$ cat src/rtl/lsu_pkg.sv
// Shared encodings for the load/store unit: LSU_OP fields, access sizes,
// error codes and FSM states.
package lsu_pkg;

  localparam int OP_LD    = 0;
  localparam int OP_ST    = 1;
  localparam int OP_SZ_LO = 2;
  localparam int OP_SZ_HI = 3;
  localparam int OP_SEXT  = 4;

  localparam logic [1:0] SZ_BYTE = 2'b00;
  localparam logic [1:0] SZ_HALF = 2'b01;
  localparam logic [1:0] SZ_WORD = 2'b10;
  localparam logic [1:0] SZ_RSVD = 2'b11;

  localparam logic [1:0] ERR_NONE     = 2'b00;
  localparam logic [1:0] ERR_MISALIGN = 2'b01;
  localparam logic [1:0] ERR_TIMEOUT  = 2'b10;
  localparam logic [1:0] ERR_ILLEGAL  = 2'b11;

  typedef enum logic [1:0] {
    S_IDLE   = 2'b00,
    S_ACCESS = 2'b01,
    S_WB     = 2'b10
  } state_e;

endpackage

$ cat src/rtl/lsu_if.sv
// Simple req/ack data bus between the load/store unit (master) and memory (slave).
interface lsu_if;
  logic        MEM_REQ;
  logic        MEM_WE;
  logic [29:0] MEM_ADDR;
  logic [3:0]  MEM_BE;
  logic [31:0] MEM_WDATA;
  logic        MEM_ACK;
  logic [31:0] MEM_RDATA;

  modport master (
    output MEM_REQ, MEM_WE, MEM_ADDR, MEM_BE, MEM_WDATA,
    input  MEM_ACK, MEM_RDATA
  );

  modport slave (
    input  MEM_REQ, MEM_WE, MEM_ADDR, MEM_BE, MEM_WDATA,
    output MEM_ACK, MEM_RDATA
  );
endinterface

$ cat src/rtl/lsu_align.sv
// Lane steering shared by both directions: byte enables and replicated write
// data for stores, right-shift and zero/sign extension for loads.
module lsu_align
  import lsu_pkg::*;
(
  input  logic [1:0]  size_i,
  input  logic [1:0]  off_i,
  input  logic [31:0] d_i,
  input  logic [31:0] rdata_i,
  input  logic        sext_i,
  output logic [3:0]  be_o,
  output logic [31:0] wdata_o,
  output logic [31:0] ldata_o
);

  logic [31:0] rdata_sh;

  always_comb begin
    rdata_sh = rdata_i >> {off_i, 3'b000};
    be_o     = 4'b1111;
    wdata_o  = d_i;
    ldata_o  = rdata_i;
    case (size_i)
      SZ_BYTE: begin
        be_o    = 4'b0001 << off_i;
        wdata_o = {4{d_i[7:0]}};
        ldata_o = {{24{sext_i & rdata_sh[7]}}, rdata_sh[7:0]};
      end
      SZ_HALF: begin
        be_o    = off_i[1] ? 4'b1100 : 4'b0011;
        wdata_o = {2{d_i[15:0]}};
        ldata_o = {{16{sext_i & rdata_sh[15]}}, rdata_sh[15:0]};
      end
      default: ;
    endcase
  end

endmodule

$ cat src/rtl/lsu_unit.sv
// Load/store unit: validates one op per idle cycle, runs a single req/ack bus
// access with optional timeout, and writes extended load data back.
module lsu_unit
  import lsu_pkg::*;
#(
  parameter int unsigned TIMEOUT = 255
) (
  input  logic        CLK,
  input  logic        N_RST,
  input  logic [5:0]  LSU_OP,
  input  logic [31:0] D,
  input  logic [31:0] O,
  input  logic [4:0]  LD_RA,
  output logic        STALL,
  lsu_if.master       mem,
  output logic        LWE,
  output logic [4:0]  WA,
  output logic [31:0] LWD,
  output logic        ERR,
  output logic [1:0]  ERR_CODE
);

  localparam logic [7:0] TO_LIM = 8'(TIMEOUT);
  localparam bit         TO_EN  = (TIMEOUT != 0);

  state_e      state_q, state_d;
  logic [7:0]  cnt_q, cnt_d;
  logic        req_q, req_d, we_q, we_d;
  logic [29:0] addr_q, addr_d;
  logic [3:0]  be_q, be_d;
  logic [31:0] wdata_q, wdata_d, lwd_q, lwd_d;
  logic [1:0]  size_q, size_d, off_q, off_d, errc_q, errc_d;
  logic        sext_q, sext_d, ld_q, ld_d, lwe_q, lwe_d, err_q, err_d;
  logic [4:0]  ra_q, ra_d;

  logic        idle, op_vld, illegal, misalign;
  logic [1:0]  op_sz;
  logic [3:0]  al_be;
  logic [31:0] al_wdata, al_ldata;
  logic        unused_op5;

  assign unused_op5 = LSU_OP[5];
  assign idle       = (state_q == S_IDLE);
  assign op_sz      = LSU_OP[OP_SZ_HI:OP_SZ_LO];
  assign op_vld     = LSU_OP[OP_LD] | LSU_OP[OP_ST];
  assign illegal    = (LSU_OP[OP_ST:OP_LD] == 2'b11) || (op_sz == SZ_RSVD);
  assign misalign   = ((op_sz == SZ_HALF) && O[0]) || ((op_sz == SZ_WORD) && (O[1:0] != 2'b00));

  // Aligner sees the incoming op while idle, the latched access otherwise.
  lsu_align u_align (
    .size_i  (idle ? op_sz : size_q),
    .off_i   (idle ? O[1:0] : off_q),
    .d_i     (D),
    .rdata_i (mem.MEM_RDATA),
    .sext_i  (idle ? LSU_OP[OP_SEXT] : sext_q),
    .be_o    (al_be),
    .wdata_o (al_wdata),
    .ldata_o (al_ldata)
  );

  always_comb begin
    state_d = state_q;
    cnt_d   = cnt_q;
    req_d   = req_q;
    we_d    = we_q;
    addr_d  = addr_q;
    be_d    = be_q;
    wdata_d = wdata_q;
    size_d  = size_q;
    off_d   = off_q;
    sext_d  = sext_q;
    ld_d    = ld_q;
    ra_d    = ra_q;
    lwd_d   = lwd_q;
    errc_d  = errc_q;
    lwe_d   = 1'b0;
    err_d   = 1'b0;
    case (state_q)
      S_IDLE: begin
        if (op_vld) begin
          if (illegal) begin
            err_d  = 1'b1;
            errc_d = ERR_ILLEGAL;
          end else if (misalign) begin
            err_d  = 1'b1;
            errc_d = ERR_MISALIGN;
          end else begin
            state_d = S_ACCESS;
            cnt_d   = 8'd0;
            req_d   = 1'b1;
            we_d    = LSU_OP[OP_ST];
            addr_d  = O[31:2];
            be_d    = al_be;
            wdata_d = al_wdata;
            size_d  = op_sz;
            off_d   = O[1:0];
            sext_d  = LSU_OP[OP_SEXT];
            ld_d    = LSU_OP[OP_LD];
            ra_d    = LD_RA;
          end
        end
      end
      S_ACCESS: begin
        // ACK takes priority over a timeout landing in the same cycle.
        if (mem.MEM_ACK) begin
          req_d = 1'b0;
          if (ld_q) begin
            lwd_d   = al_ldata;
            lwe_d   = 1'b1;
            state_d = S_WB;
          end else begin
            state_d = S_IDLE;
          end
        end else if (TO_EN && (cnt_q == TO_LIM)) begin
          req_d   = 1'b0;
          err_d   = 1'b1;
          errc_d  = ERR_TIMEOUT;
          state_d = S_IDLE;
        end else begin
          cnt_d = cnt_q + 8'd1;
        end
      end
      default: state_d = S_IDLE;
    endcase
  end

  always_ff @(posedge CLK or negedge N_RST) begin
    if (!N_RST) begin
      state_q <= S_IDLE;
      cnt_q   <= '0;
      req_q   <= 1'b0;
      we_q    <= 1'b0;
      addr_q  <= '0;
      be_q    <= '0;
      wdata_q <= '0;
      size_q  <= '0;
      off_q   <= '0;
      sext_q  <= 1'b0;
      ld_q    <= 1'b0;
      ra_q    <= '0;
      lwd_q   <= '0;
      lwe_q   <= 1'b0;
      err_q   <= 1'b0;
      errc_q  <= ERR_NONE;
    end else begin
      state_q <= state_d;
      cnt_q   <= cnt_d;
      req_q   <= req_d;
      we_q    <= we_d;
      addr_q  <= addr_d;
      be_q    <= be_d;
      wdata_q <= wdata_d;
      size_q  <= size_d;
      off_q   <= off_d;
      sext_q  <= sext_d;
      ld_q    <= ld_d;
      ra_q    <= ra_d;
      lwd_q   <= lwd_d;
      lwe_q   <= lwe_d;
      err_q   <= err_d;
      errc_q  <= errc_d;
    end
  end

  assign STALL         = !idle;
  assign mem.MEM_REQ   = req_q;
  assign mem.MEM_WE    = we_q;
  assign mem.MEM_ADDR  = addr_q;
  assign mem.MEM_BE    = be_q;
  assign mem.MEM_WDATA = wdata_q;
  assign LWE           = lwe_q;
  assign WA            = ra_q;
  assign LWD           = lwd_q;
  assign ERR           = err_q;
  assign ERR_CODE      = errc_q;

endmodule

$ cat src/flat_wrapper.sv
// flat-port wrapper written by rule: the top's interface ports become plain ports
module lsu_unit_flat import lsu_pkg::*;
#(
  parameter int unsigned TIMEOUT = 255
)
  (CLK, N_RST, LSU_OP, D, O, LD_RA, STALL, LWE, WA, LWD, ERR, ERR_CODE, mem_MEM_REQ, mem_MEM_WE, mem_MEM_ADDR, mem_MEM_BE, mem_MEM_WDATA, mem_MEM_ACK, mem_MEM_RDATA);
  lsu_if mem_i ();
  input  logic CLK;
  input  logic N_RST;
  input  logic [5:0] LSU_OP;
  input  logic [31:0] D;
  input  logic [31:0] O;
  input  logic [4:0] LD_RA;
  output logic STALL;
  output logic LWE;
  output logic [4:0] WA;
  output logic [31:0] LWD;
  output logic ERR;
  output logic [1:0] ERR_CODE;
  output wire logic [$bits(mem_i.MEM_REQ)-1:0] mem_MEM_REQ;
  output wire logic [$bits(mem_i.MEM_WE)-1:0] mem_MEM_WE;
  output wire logic [$bits(mem_i.MEM_ADDR)-1:0] mem_MEM_ADDR;
  output wire logic [$bits(mem_i.MEM_BE)-1:0] mem_MEM_BE;
  output wire logic [$bits(mem_i.MEM_WDATA)-1:0] mem_MEM_WDATA;
  input wire logic [$bits(mem_i.MEM_ACK)-1:0] mem_MEM_ACK;
  input wire logic [$bits(mem_i.MEM_RDATA)-1:0] mem_MEM_RDATA;
  assign mem_MEM_REQ = mem_i.MEM_REQ;
  assign mem_MEM_WE = mem_i.MEM_WE;
  assign mem_MEM_ADDR = mem_i.MEM_ADDR;
  assign mem_MEM_BE = mem_i.MEM_BE;
  assign mem_MEM_WDATA = mem_i.MEM_WDATA;
  assign mem_i.MEM_ACK = mem_MEM_ACK;
  assign mem_i.MEM_RDATA = mem_MEM_RDATA;
  lsu_unit #(.TIMEOUT(TIMEOUT)) u_core (.CLK(CLK), .N_RST(N_RST), .LSU_OP(LSU_OP), .D(D), .O(O), .LD_RA(LD_RA), .STALL(STALL), .mem(mem_i), .LWE(LWE), .WA(WA), .LWD(LWD), .ERR(ERR), .ERR_CODE(ERR_CODE));
endmodule
$ cat config.mk
export PLATFORM = sky130hd
export DESIGN_NAME = lsu_unit_flat
export DESIGN_NICKNAME = d
export VERILOG_FILES = /design/src/rtl/lsu_pkg.sv /design/src/rtl/lsu_if.sv /design/src/rtl/lsu_align.sv /design/src/rtl/lsu_unit.sv /design/src/flat_wrapper.sv
export SDC_FILE = /design/constraint.sdc
export NUM_CORES = 1
export LEC_CHECK = 0
export BUFFER_PORTS_ARGS = -buffer_cell sky130_fd_sc_hd__buf_2
export CAP_MARGIN = 20
export CORE_ASPECT_RATIO = 0.75
export CORE_UTILIZATION = 46
export CTS_BUF_LIST = sky130_fd_sc_hd__clkbuf_2
export DETAILED_ROUTE_END_ITERATION = 10
export PLACE_DENSITY_LB_ADDON = 0.12
export SLEW_MARGIN = 20
export SYNTH_ARGS = -nofsm -noshare
export SYNTH_HDL_FRONTEND = slang
export SYNTH_SLANG_ARGS = --single-unit
$ cat constraint.sdc
create_clock -name CLK -period 2.2 [get_ports CLK]
set_input_delay 0.11 -clock CLK [delete_from_list [all_inputs] [get_ports CLK]]
set_output_delay 0.11 -clock CLK [all_outputs]
set_load 0.005 [all_outputs]
==> flow_summary.rst, run 1 <==
.. list-table::
   :header-rows: 1

   * - Metric
     - Value
   * - Result of the run
     - finished, final reports clean
   * - Hold Violations, Final
     - 0
   * - Horizontal die dimension
     - 131 µm
   * - Pwr/cell area
     - 1050 nW/µm²
   * - Post-DP HPWL
     - 12.3 mm
   * - Max H-tree Level
     - 4
   * - Net load switching power
     - 3.32 mW
   * - Clock tree from TritonCTS
     - yes
   * - Net count of the finished layout
     - 1110
   * - Net count after synthesis
     - slightly below 800
   * - Detailed router's first-iteration violation count
     - 418
   * - Worst setup slack after placement
     - 0.0772 ns
   * - Reg-to-reg endpoint
     - u_core.LWD[17]
   * - Path depth of the worst reg2reg path
     - 7
   * - Number of antenna violations at the first check in global routing
     - 0
   * - Max FO, Critical Path
     - 16
   * - Share of flip-flops with an asynchronous set or reset after synthesis
     - 1.00
   * - Simple-gate area share of the yosys netlist
     - 0.264
   * - Share of the synthesized area in compound gates (AO/OA/AOI/OAI)
     - 0.129
   * - Hold path endpoint
     - u_core.mem.MEM_ADDR[26]
   * - Unique cell type count in the Yosys netlist
     - 44
   * - Max-cap violations
     - 0
   * - Core outline area
     - roughly 12000 µm²
   * - Total global-route track usage
     - 0.303
   * - Number of sinks handled by clock tree synthesis
     - 125
   * - Vias per Instance
     - 5.27
   * - Via count of the first global-routing pass
     - about 6100
   * - Global route overflow
     - 0
   * - Hold/Removal Path Class
     - input pin to flip-flop
   * - Multiplexer share of the synthesized area
     - 0.0126
   * - Post-route insts no fill
     - 1174
   * - Number of endpoints failing setup at the final stage
     - 0
   * - Filler cell count
     - 939
   * - Antenna-violating nets left
     - 0
   * - Endpoint kind of the worst setup timing path
     - flip-flop
   * - Launch instance of the worst register-to-register path
     - u_core.state_q[1]
   * - Std-Cell Rows
     - 34
   * - Largest family of logic cells by synthesized area
     - simple AND/OR/NAND/NOR gates
   * - Synthesized area per cell
     - 8.65 µm²
   * - Worst supply voltage drop on vdd
     - 541 µV
   * - Number of placed cells counting well taps
     - approximately 1000
   * - Fraction of the yosys area taken by sequential cells
     - 0.543
   * - Detailed Route WL
     - 19.0 mm
   * - Root buf cell
     - sky130_fd_sc_hd__clkbuf_2
   * - Transition time of the tightest slew-check pin
     - 0.591 ns
   * - Full die area
     - around 13000 µm²
   * - Clk buf depth
     - 2
   * - Power share of the sequential group
     - 0.417
   * - Beginning of the worst hold path
     - O[28]
   * - Leak Pwr
     - 4.35 nW
   * - Synth warnings
     - 0
   * - Period utilization
     - 0.960
   * - Post-detailed-route DRC marker count
     - 0
   * - Start point of the critical path
     - u_core.state_q[1]
   * - Post-synth EDFFs
     - 0
   * - Element type at the critical path start
     - flip-flop
   * - Share of power burned in the clock network
     - 0.193
   * - Post-route clock skew
     - between 0.03 and 0.04 ns
   * - Arrival time at the worst endpoint
     - 2.67 ns
   * - Count of boundary I/O pins
     - 220
   * - Placer's final routability congestion estimate
     - between 0.9 and 1
   * - Relative max-transition margin
     - 0.605
   * - Main flop type after synthesis
     - sky130_fd_sc_hd__dfrtp_1
   * - Initial Util
     - 0.483
   * - Clock insertion delay at the later pin of the skew report
     - 0.64 ns
   * - Mapped Area
     - between 5000 and 6000 µm²
   * - Final Critical Period
     - 2.11 ns
   * - Share of total power in combinational logic
     - 0.390
   * - Fraction of post-synthesis cell area in the top cell type by area
     - 0.543
   * - Pwr Total
     - 8.96 mW
   * - Required time of the critical path
     - 2.76 ns
   * - Max Clock Freq
     - about 470 MHz
   * - Combined flip-flop and latch cell area
     - 3130 µm²
   * - Ant. Diodes
     - 0
   * - Hold Path Stages
     - 4
   * - Area added between synthesis and finish
     - 48.0%
   * - Worst setup slack for register-to-register paths
     - 0.09 ns
   * - Path type of the worst setup path
     - flip-flop to flip-flop
   * - Maximum number of pins on one net before global-route repair
     - 53
   * - Post-detailed-placement cell area
     - 7100 µm²
   * - FF+latch count, synth
     - 125
   * - Worst Hold Margin
     - 0.172 ns
   * - Detailed-route wire length per cell
     - between 15 and 20 µm
   * - CTS buffer count
     - 17
   * - Cell types occupying the most area after synthesis
     - sky130_fd_sc_hd__dfrtp_1 54%, sky130_fd_sc_hd__nand2_1 16%, sky130_fd_sc_hd__nand3_1 3.3%
   * - Net Sw Frac
     - 0.370
   * - Number of port buffers
     - 218
   * - TritonRoute pass-1 iters
     - 7
   * - Final slew viol count
     - 0
   * - Internal Dissipation
     - around 5.6 mW
   * - Clock transition at the register clock pins on the worst setup and hold paths after CTS
     - ~0.20 ns
   * - Final WS setup
     - 0.0872 ns
   * - Fraction of final layout cells with drive strength greater than 1
     - 0.288
   * - Gate count after technology mapping
     - roughly 670
   * - Xor-xnor portion of the synthesized cell area
     - 0.00913
   * - Die height
     - 98.9 µm
   * - Multi-input logic area
     - ~2400 µm²
   * - Global-route wire length before repair
     - 30.9 mm
   * - Final design instance area without fill
     - 8520 µm²
   * - Cell type with the largest total area after synthesis
     - sky130_fd_sc_hd__dfrtp_1
   * - Synthesized-area fraction occupied by adder cells
     - 0.00217
   * - Via count
     - 6192
[metrics by stage]
| step | utilization | TNS, ns |
|---|---|---|
| floorplan | - | 0 |
| CTS | 0.714 | 0 |
| global route | 0.715 | -0.0110 |
| detailed placement | 0.596 | 0 |
| global placement | 0.596 | 0 |
| finish | 0.715 | 0 |
[cells by family (layout without fill, tap and decap cells)]
group           after synthesis  count (layout)
mux                           7               7
xor+xnor                      6               6
fa+ha+maj                     1               1
buf+inv                      47             393
flops                       125             125
compound gates              115             115
simple gates                365             365
[flip-flops by register name, indices dropped and copies added (netlist names), 2 cells and up]
signal                cells
u_core.mem.MEM_WDATA     32
u_core.LWD               32
u_core.WA                 5
u_core.ERR_CODE           2
u_core.state_q            2
u_core.off_q              2
u_core.cnt_q              8
u_core.mem.MEM_BE         4
u_core.mem.MEM_ADDR      30
u_core.size_q             2
[critical path: stages (launching register included)]
cell and delay [ns]:
sky130_fd_sc_hd__dfrtp_2 0.50, sky130_fd_sc_hd__or4b_4 0.57, sky130_fd_sc_hd__o21ai_4 0.18, sky130_fd_sc_hd__and3_1 0.25
sky130_fd_sc_hd__o2bb2ai_1 0.17, sky130_fd_sc_hd__o311ai_4 0.12, sky130_fd_sc_hd__buf_12 0.18, sky130_fd_sc_hd__nand3_1 0.06
[placed cells by master (no fill, tap or decap), types with 19 or more instances in the layout]
cell	n
sky130_fd_sc_hd__a21oi_1	31
sky130_fd_sc_hd__a31oi_1	24
sky130_fd_sc_hd__buf_2	217
sky130_fd_sc_hd__buf_4	24
sky130_fd_sc_hd__clkbuf_2	19
sky130_fd_sc_hd__dfrtp_1	123
sky130_fd_sc_hd__dlygate4sd3_1	111
sky130_fd_sc_hd__nand2_1	248
sky130_fd_sc_hd__nand3_1	38
sky130_fd_sc_hd__nor2_1	36
sky130_fd_sc_hd__nor3_1	20
sky130_fd_sc_hd__o21ai_0	27
[cell usage after synthesis (5+ instances only)]
| cell | instances |
|---|---|
| sky130_fd_sc_hd__mux2i_1 | 5 |
| sky130_fd_sc_hd__o21ai_0 | 27 |
| sky130_fd_sc_hd__o22ai_1 | 11 |
| sky130_fd_sc_hd__nand2_1 | 248 |
| sky130_fd_sc_hd__nor3_1 | 20 |
| sky130_fd_sc_hd__a222oi_1 | 8 |
| sky130_fd_sc_hd__nand3_1 | 38 |
| sky130_fd_sc_hd__buf_2 | 10 |
| sky130_fd_sc_hd__a21oi_1 | 31 |
| sky130_fd_sc_hd__a31oi_1 | 24 |
| sky130_fd_sc_hd__nor2_1 | 36 |
| sky130_fd_sc_hd__or3_1 | 9 |
| sky130_fd_sc_hd__dfrtp_1 | 125 |
| sky130_fd_sc_hd__clkbuf_1 | 22 |
[power by group through the flow]
| stage | registers (mW) | clock network [mW] | logic, mW |
|---|---|---|---|
| final | 3.74 | 1.73 | 3.49 |
| after global routing | 3.85 | 1.87 | 3.87 |
| after CTS | 3.72 | 1.76 | 3.44 |
| after detailed placement | 3.76 | 0 | 3.28 |
| after global placement | 3.73 | 0 | 3.19 |
| after floorplan | 3.81 | 0 | 1.63 |
[routing by layer]
metal	track usage	routed length [µm]	vias to the layer above	part of all wire
li1	-	-	2913	-
met1	0.408	8100	2905	0.43
met2	0.489	8870	337	0.47
met3	0.0710	1710	37	0.090
met4	0.0896	284	0	0.015
met5	0	0	-	0
[how the worst max path moves through the flow]
stage	end	slack [ns]
floorplan	u_core.LWD[23]	0.16
global placement	u_core.LWD[11]	0.19
detailed placement	u_core.LWD[14]	0.08
CTS	u_core.LWD[10]	0.04
global route	u_core.LWD[10]	-0.01
finish	u_core.LWD[17]	0.09
[repair_timing]
item / CTS / global route
hold buffers: 111 / 0
buffers inserted: 0 / 1
endpoints found under the setup margin: 0 / 19
resized for setup: 0 / 3
hold endpoints to repair: 241 / 0
[area by class of cell]
class | count | area share
flip-flops and latches | 125 | 0.367
repair buffers | 356 | 0.288
multi-input cells | 494 | 0.284
well taps | 162 | 0.0238
clock inverters | 13 | 0.0231
clock buffers | 19 | 0.0112
inverters | 5 | 0.00220
No activity file was read; power rests on OpenSTA's default activity.
==> run 2, diff against run 1 <==
- ABC_AREA: not set -> 1
- CORE_UTILIZATION: 46 -> 47
==> flow_summary.rst, run 2 <==
.. list-table::
   :header-rows: 1

   * - Metric
     - Value
   * - Crit path top cell by count
     - sky130_fd_sc_hd__nand2_1
   * - Antenna-violating nets left
     - 0 (unchanged)
   * - Hold Path Stages
     - 4 (unchanged)
   * - Unrepaired setup endpoints after global routing
     - true
   * - Mapped Area
     - 6290 µm² (was 5760 µm²)
   * - Die height
     - 102 µm (was 98.9 µm)
   * - Detailed Route WL
     - 20.5 mm (was 19.0 mm)
   * - Unique cell type count in the Yosys netlist
     - 31 (was 44)
   * - Via count of the first global-routing pass
     - 6483 (was 6093)
   * - Post-DP HPWL
     - 12.9 mm (was 12.3 mm)
   * - Final slew viol count
     - 0 (unchanged)
   * - Leak Pwr
     - 5.15 nW (was 4.35 nW)
   * - Reg-to-reg endpoint
     - u_core.mem.MEM_WDATA[16] (was u_core.LWD[17])
   * - Max Clock Freq
     - 475 MHz (was 473 MHz)
   * - Total global-route track usage
     - 0.305 (was 0.303)
   * - Detailed-route wire length per cell
     - 15.0 µm (was 16.2 µm)
   * - Arrival time at the worst endpoint
     - 2.71 ns (was 2.67 ns)
   * - Fraction of post-synthesis cell area in the top cell type by area
     - 0.497 (was 0.543)
   * - Gate count after technology mapping
     - 846 (was 666)
   * - Hold path endpoint
     - u_core.mem.MEM_ADDR[8] (was u_core.mem.MEM_ADDR[26])
   * - Number of antenna violations at the first check in global routing
     - 0 (unchanged)
   * - Hold Violations, Final
     - 0 (unchanged)
   * - Synthesized area per cell
     - 7.43 µm² (was 8.65 µm²)
   * - Max FO, Critical Path
     - 24 (was 16)
   * - Clock tree from TritonCTS
     - yes (unchanged)
   * - Full die area
     - 13900 µm² (was 13000 µm²)
   * - Period utilization
     - 0.957 (was 0.960)
   * - Post-synth EDFFs
     - 0 (unchanged)
   * - Vias per Instance
     - 4.98 (was 5.27)
   * - Number of sinks handled by clock tree synthesis
     - 125 (unchanged)
   * - Hold/Removal Path Class
     - input pin to flip-flop (unchanged)
   * - Worst setup slack for register-to-register paths
     - 0.1 ns (was 0.09 ns)
   * - Initial Util
     - 0.483 (about the same)
   * - Transition time of the tightest slew-check pin
     - 0.643 ns (was 0.591 ns)
   * - Clock transition at the register clock pins on the worst setup and hold paths after CTS
     - 0.21 ns (was 0.20 ns)
   * - Number of endpoints failing setup at the final stage
     - 0 (unchanged)
   * - Max H-tree Level
     - 4 (unchanged)
   * - Post-layout util
     - 0.691 (was 0.715)
   * - Horizontal die dimension
     - 136 µm (was 131 µm)
   * - Global route overflow
     - 0 (unchanged)
   * - Max-cap violations
     - 0 (unchanged)
   * - Top library cells by usage in the layout, fill and taps aside
     - 345 x sky130_fd_sc_hd__nand2_1, 217 x sky130_fd_sc_hd__buf_2, 125 x sky130_fd_sc_hd__dfrtp_1 (was 248 x sky130_fd_sc_hd__nand2_1, 217 x sky130_fd_sc_hd__buf_2, 123 x sky130_fd_sc_hd__dfrtp_1)
   * - Std-Cell Rows
     - 36 (was 34)
   * - Global-route wire length before repair
     - 32.4 mm (was 30.9 mm)
   * - Element type at the critical path start
     - flip-flop (unchanged)
   * - Series of cell instances along the critical path
     - nor2_4, nand2_1, nand2_4, inv_2, buf_12, nand2_1, o21ai_0, dlygate4sd3_1, nand2_1, nand2_1 (was or4b_4, o21ai_4, and3_1, o2bb2ai_1, o311ai_4, buf_12, nand3_1)
   * - Launch instance of the worst register-to-register path
     - u_core.state_q[0] (was u_core.state_q[1])
   * - Pwr/cell area
     - 950 nW/µm² (was 1050 nW/µm²)
   * - Net count of the finished layout
     - 1289 (was 1110)
   * - Most frequent cell after synthesis
     - sky130_fd_sc_hd__nand2_1 (unchanged)
   * - Via count
     - 6779 (was 6192)
   * - Area added between synthesis and finish
     - 43.1% (was 48.0%)
   * - Slowest Stage Delay on Critical Path
     - 0.57 ns (about the same)
   * - FF+latch count, synth
     - 125 (unchanged)
   * - Required time of the critical path
     - 2.80 ns (was 2.76 ns)
   * - Maximum number of pins on one net before global-route repair
     - 61 (was 53)
   * - Result of the run
     - finished, final reports clean (unchanged)
   * - Final Critical Period
     - 2.10 ns (was 2.11 ns)
   * - Ant. Diodes
     - 0 (unchanged)
   * - Filler cell count
     - 1066 (was 939)
   * - Post-route clock skew
     - 0.0346 ns (was 0.0340 ns)
   * - Cell types occupying the most area after synthesis
     - sky130_fd_sc_hd__dfrtp_1 50%, sky130_fd_sc_hd__nand2_1 21%, sky130_fd_sc_hd__inv_1 6.0% (was sky130_fd_sc_hd__dfrtp_1 54%, sky130_fd_sc_hd__nand2_1 16%, sky130_fd_sc_hd__nand3_1 3.3%)
   * - Fraction of the yosys area taken by sequential cells
     - 0.497 (was 0.543)
   * - Post-detailed-route DRC marker count
     - 0 (unchanged)
   * - Net count after synthesis
     - 957 (was 777)
   * - Share of flip-flops with an asynchronous set or reset after synthesis
     - 1.00 (unchanged)
   * - Start point of the critical path
     - u_core.state_q[0] (was u_core.state_q[1])
   * - Number of port buffers
     - 218 (unchanged)
   * - Fraction of final layout cells with drive strength greater than 1
     - 0.261 (was 0.288)
   * - Most common cell after layout, fill and taps aside
     - sky130_fd_sc_hd__nand2_1 (unchanged)
   * - Detailed router's first-iteration violation count
     - 734 (was 418)
   * - CTS buffer count
     - 17 (unchanged)
   * - Clk buf depth
     - 2 (unchanged)
   * - Main flop type after synthesis
     - sky130_fd_sc_hd__dfrtp_1 (unchanged)
   * - Core outline area
     - 13000 µm² (was 11900 µm²)
   * - Post-route insts no fill
     - 1361 (was 1174)
   * - Placer's final routability congestion estimate
     - 0.941 (was 0.936)
   * - Crit-path slowest cell
     - sky130_fd_sc_hd__dlygate4sd3_1 (was sky130_fd_sc_hd__or4b_4)
   * - Relative max-transition margin
     - 0.571 (was 0.605)
   * - Clock insertion delay at the later pin of the skew report
     - 0.68 ns (was 0.64 ns)
   * - Root buf cell
     - sky130_fd_sc_hd__clkbuf_2 (unchanged)
   * - Count of boundary I/O pins
     - 220 (unchanged)
   * - Number of placed cells counting well taps
     - 1218 (was 1030)
   * - Path depth of the worst reg2reg path
     - 10 (was 7)
   * - Path type of the worst setup path
     - flip-flop to flip-flop (unchanged)
   * - Worst supply voltage drop on vdd
     - 527 µV (was 541 µV)
   * - Cell type with the largest total area after synthesis
     - sky130_fd_sc_hd__dfrtp_1 (unchanged)
   * - Synth warnings
     - 0 (unchanged)
   * - Endpoint kind of the worst setup timing path
     - flip-flop (unchanged)
   * - TritonRoute pass-1 iters
     - 7 (unchanged)
   * - Synth cell count leaders
     - 346 x sky130_fd_sc_hd__nand2_1, 125 x sky130_fd_sc_hd__dfrtp_1, 101 x sky130_fd_sc_hd__inv_1, 67 x sky130_fd_sc_hd__nand3_1, 65 x sky130_fd_sc_hd__o21ai_0 (was 248 x sky130_fd_sc_hd__nand2_1, 125 x sky130_fd_sc_hd__dfrtp_1, 38 x sky130_fd_sc_hd__nand3_1, 36 x sky130_fd_sc_hd__nor2_1, 31 x sky130_fd_sc_hd__a21oi_1)
   * - Beginning of the worst hold path
     - O[10] (was O[28])
## run 2: routing by layer
| layer | part of all wire | wire length [µm] | up-vias | track usage |
|---|---|---|---|---|
| li1 | - | - | 3291 | - |
| met1 | 0.45 | 9190 | 3035 | 0.416 |
| met2 | 0.43 | 8830 | 371 | 0.453 |
| met3 | 0.083 | 1700 | 82 | 0.0809 |
| met4 | 0.037 | 750 | 0 | 0.147 |
| met5 | 0 | 0 | - | 0 |
## run 2: how the worst max path moves through the flow
stage,end,slack [ns]
after floorplan,u_core.LWD[0],0.61
after global placement,u_core.LWD[9],0.22
after detailed placement,u_core.LWD[22],0.16
after CTS,u_core.mem.MEM_WDATA[16],0.04
after global routing,u_core.mem.MEM_WDATA[16],-0.004
final,u_core.mem.MEM_WDATA[16],0.1
## run 2: through the flow
| step | hold WS (ns) | worst slack, ns | setup TNS [ns] | power, mW | cell area, µm² |
|---|---|---|---|---|---|
| after floorplan | -0.186 | 0.607 | 0 | 5.43 | 6290 |
| after CTS | 0.0673 | 0.0382 | 0 | 8.48 | 8970 |
| after detailed placement | 0.0899 | 0.156 | 0 | 6.98 | 7630 |
| after global routing | 0.0563 | -0.00372 | -0.00372 | 9.23 | 9000 |
| after global placement | 0.0852 | 0.219 | 0 | 6.94 | 7630 |
| final | 0.134 | 0.0956 | 0 | 8.55 | 9000 |
## run 2: critical path: cells and delay by family, from the launching register on
| kind | cells | cell delay, ns |
|---|---|---|
| simple gates | 6 | 0.62 |
| flops | 1 | 0.47 |
| compound gates | 1 | 0.07 |
| buf+inv | 3 | 0.85 |
## run 2: timing repair
action,4_1_cts,5_1_grt
hold endpoints to repair,239,0
resized for setup,0,6
buffers inserted,0,0
hold buffers,112,0
endpoints found under the setup margin,0,18
## run 2: cell type report
| type | count | area, µm² | area share |
|---|---|---|---|
| Tap cell | 171 | 214 | 0.0238 |
| Inverter | 106 | 398 | 0.0442 |
| Multi-Input combinational cell | 576 | 2610 | 0.290 |
| Timing Repair Buffer | 352 | 2440 | 0.271 |
| Clock buffer | 18 | 90.1 | 0.0100 |
| Sequential cell | 125 | 3130 | 0.348 |
| Clock inverter | 13 | 119 | 0.0132 |
## run 2: kinds of logic after synthesis
| logic type | synth area share |
|---|---|
| and+or+nand+nor | 0.310 |
| adders and majority gates | 0.00199 |
| xor gates and xnor gates | 0.00279 |
| AOI/OAI and AO/OA | 0.0935 |
| DFF | 0.497 |
| buffers and inverters | 0.0923 |
| muxes | 0.00159 |
## run 2: report_power, final
part	internal (mW)	switching, mW
Sequential	3.16	0.484
Combinational	1.60	1.97
Clock	0.409	0.929
Total	5.17	3.39
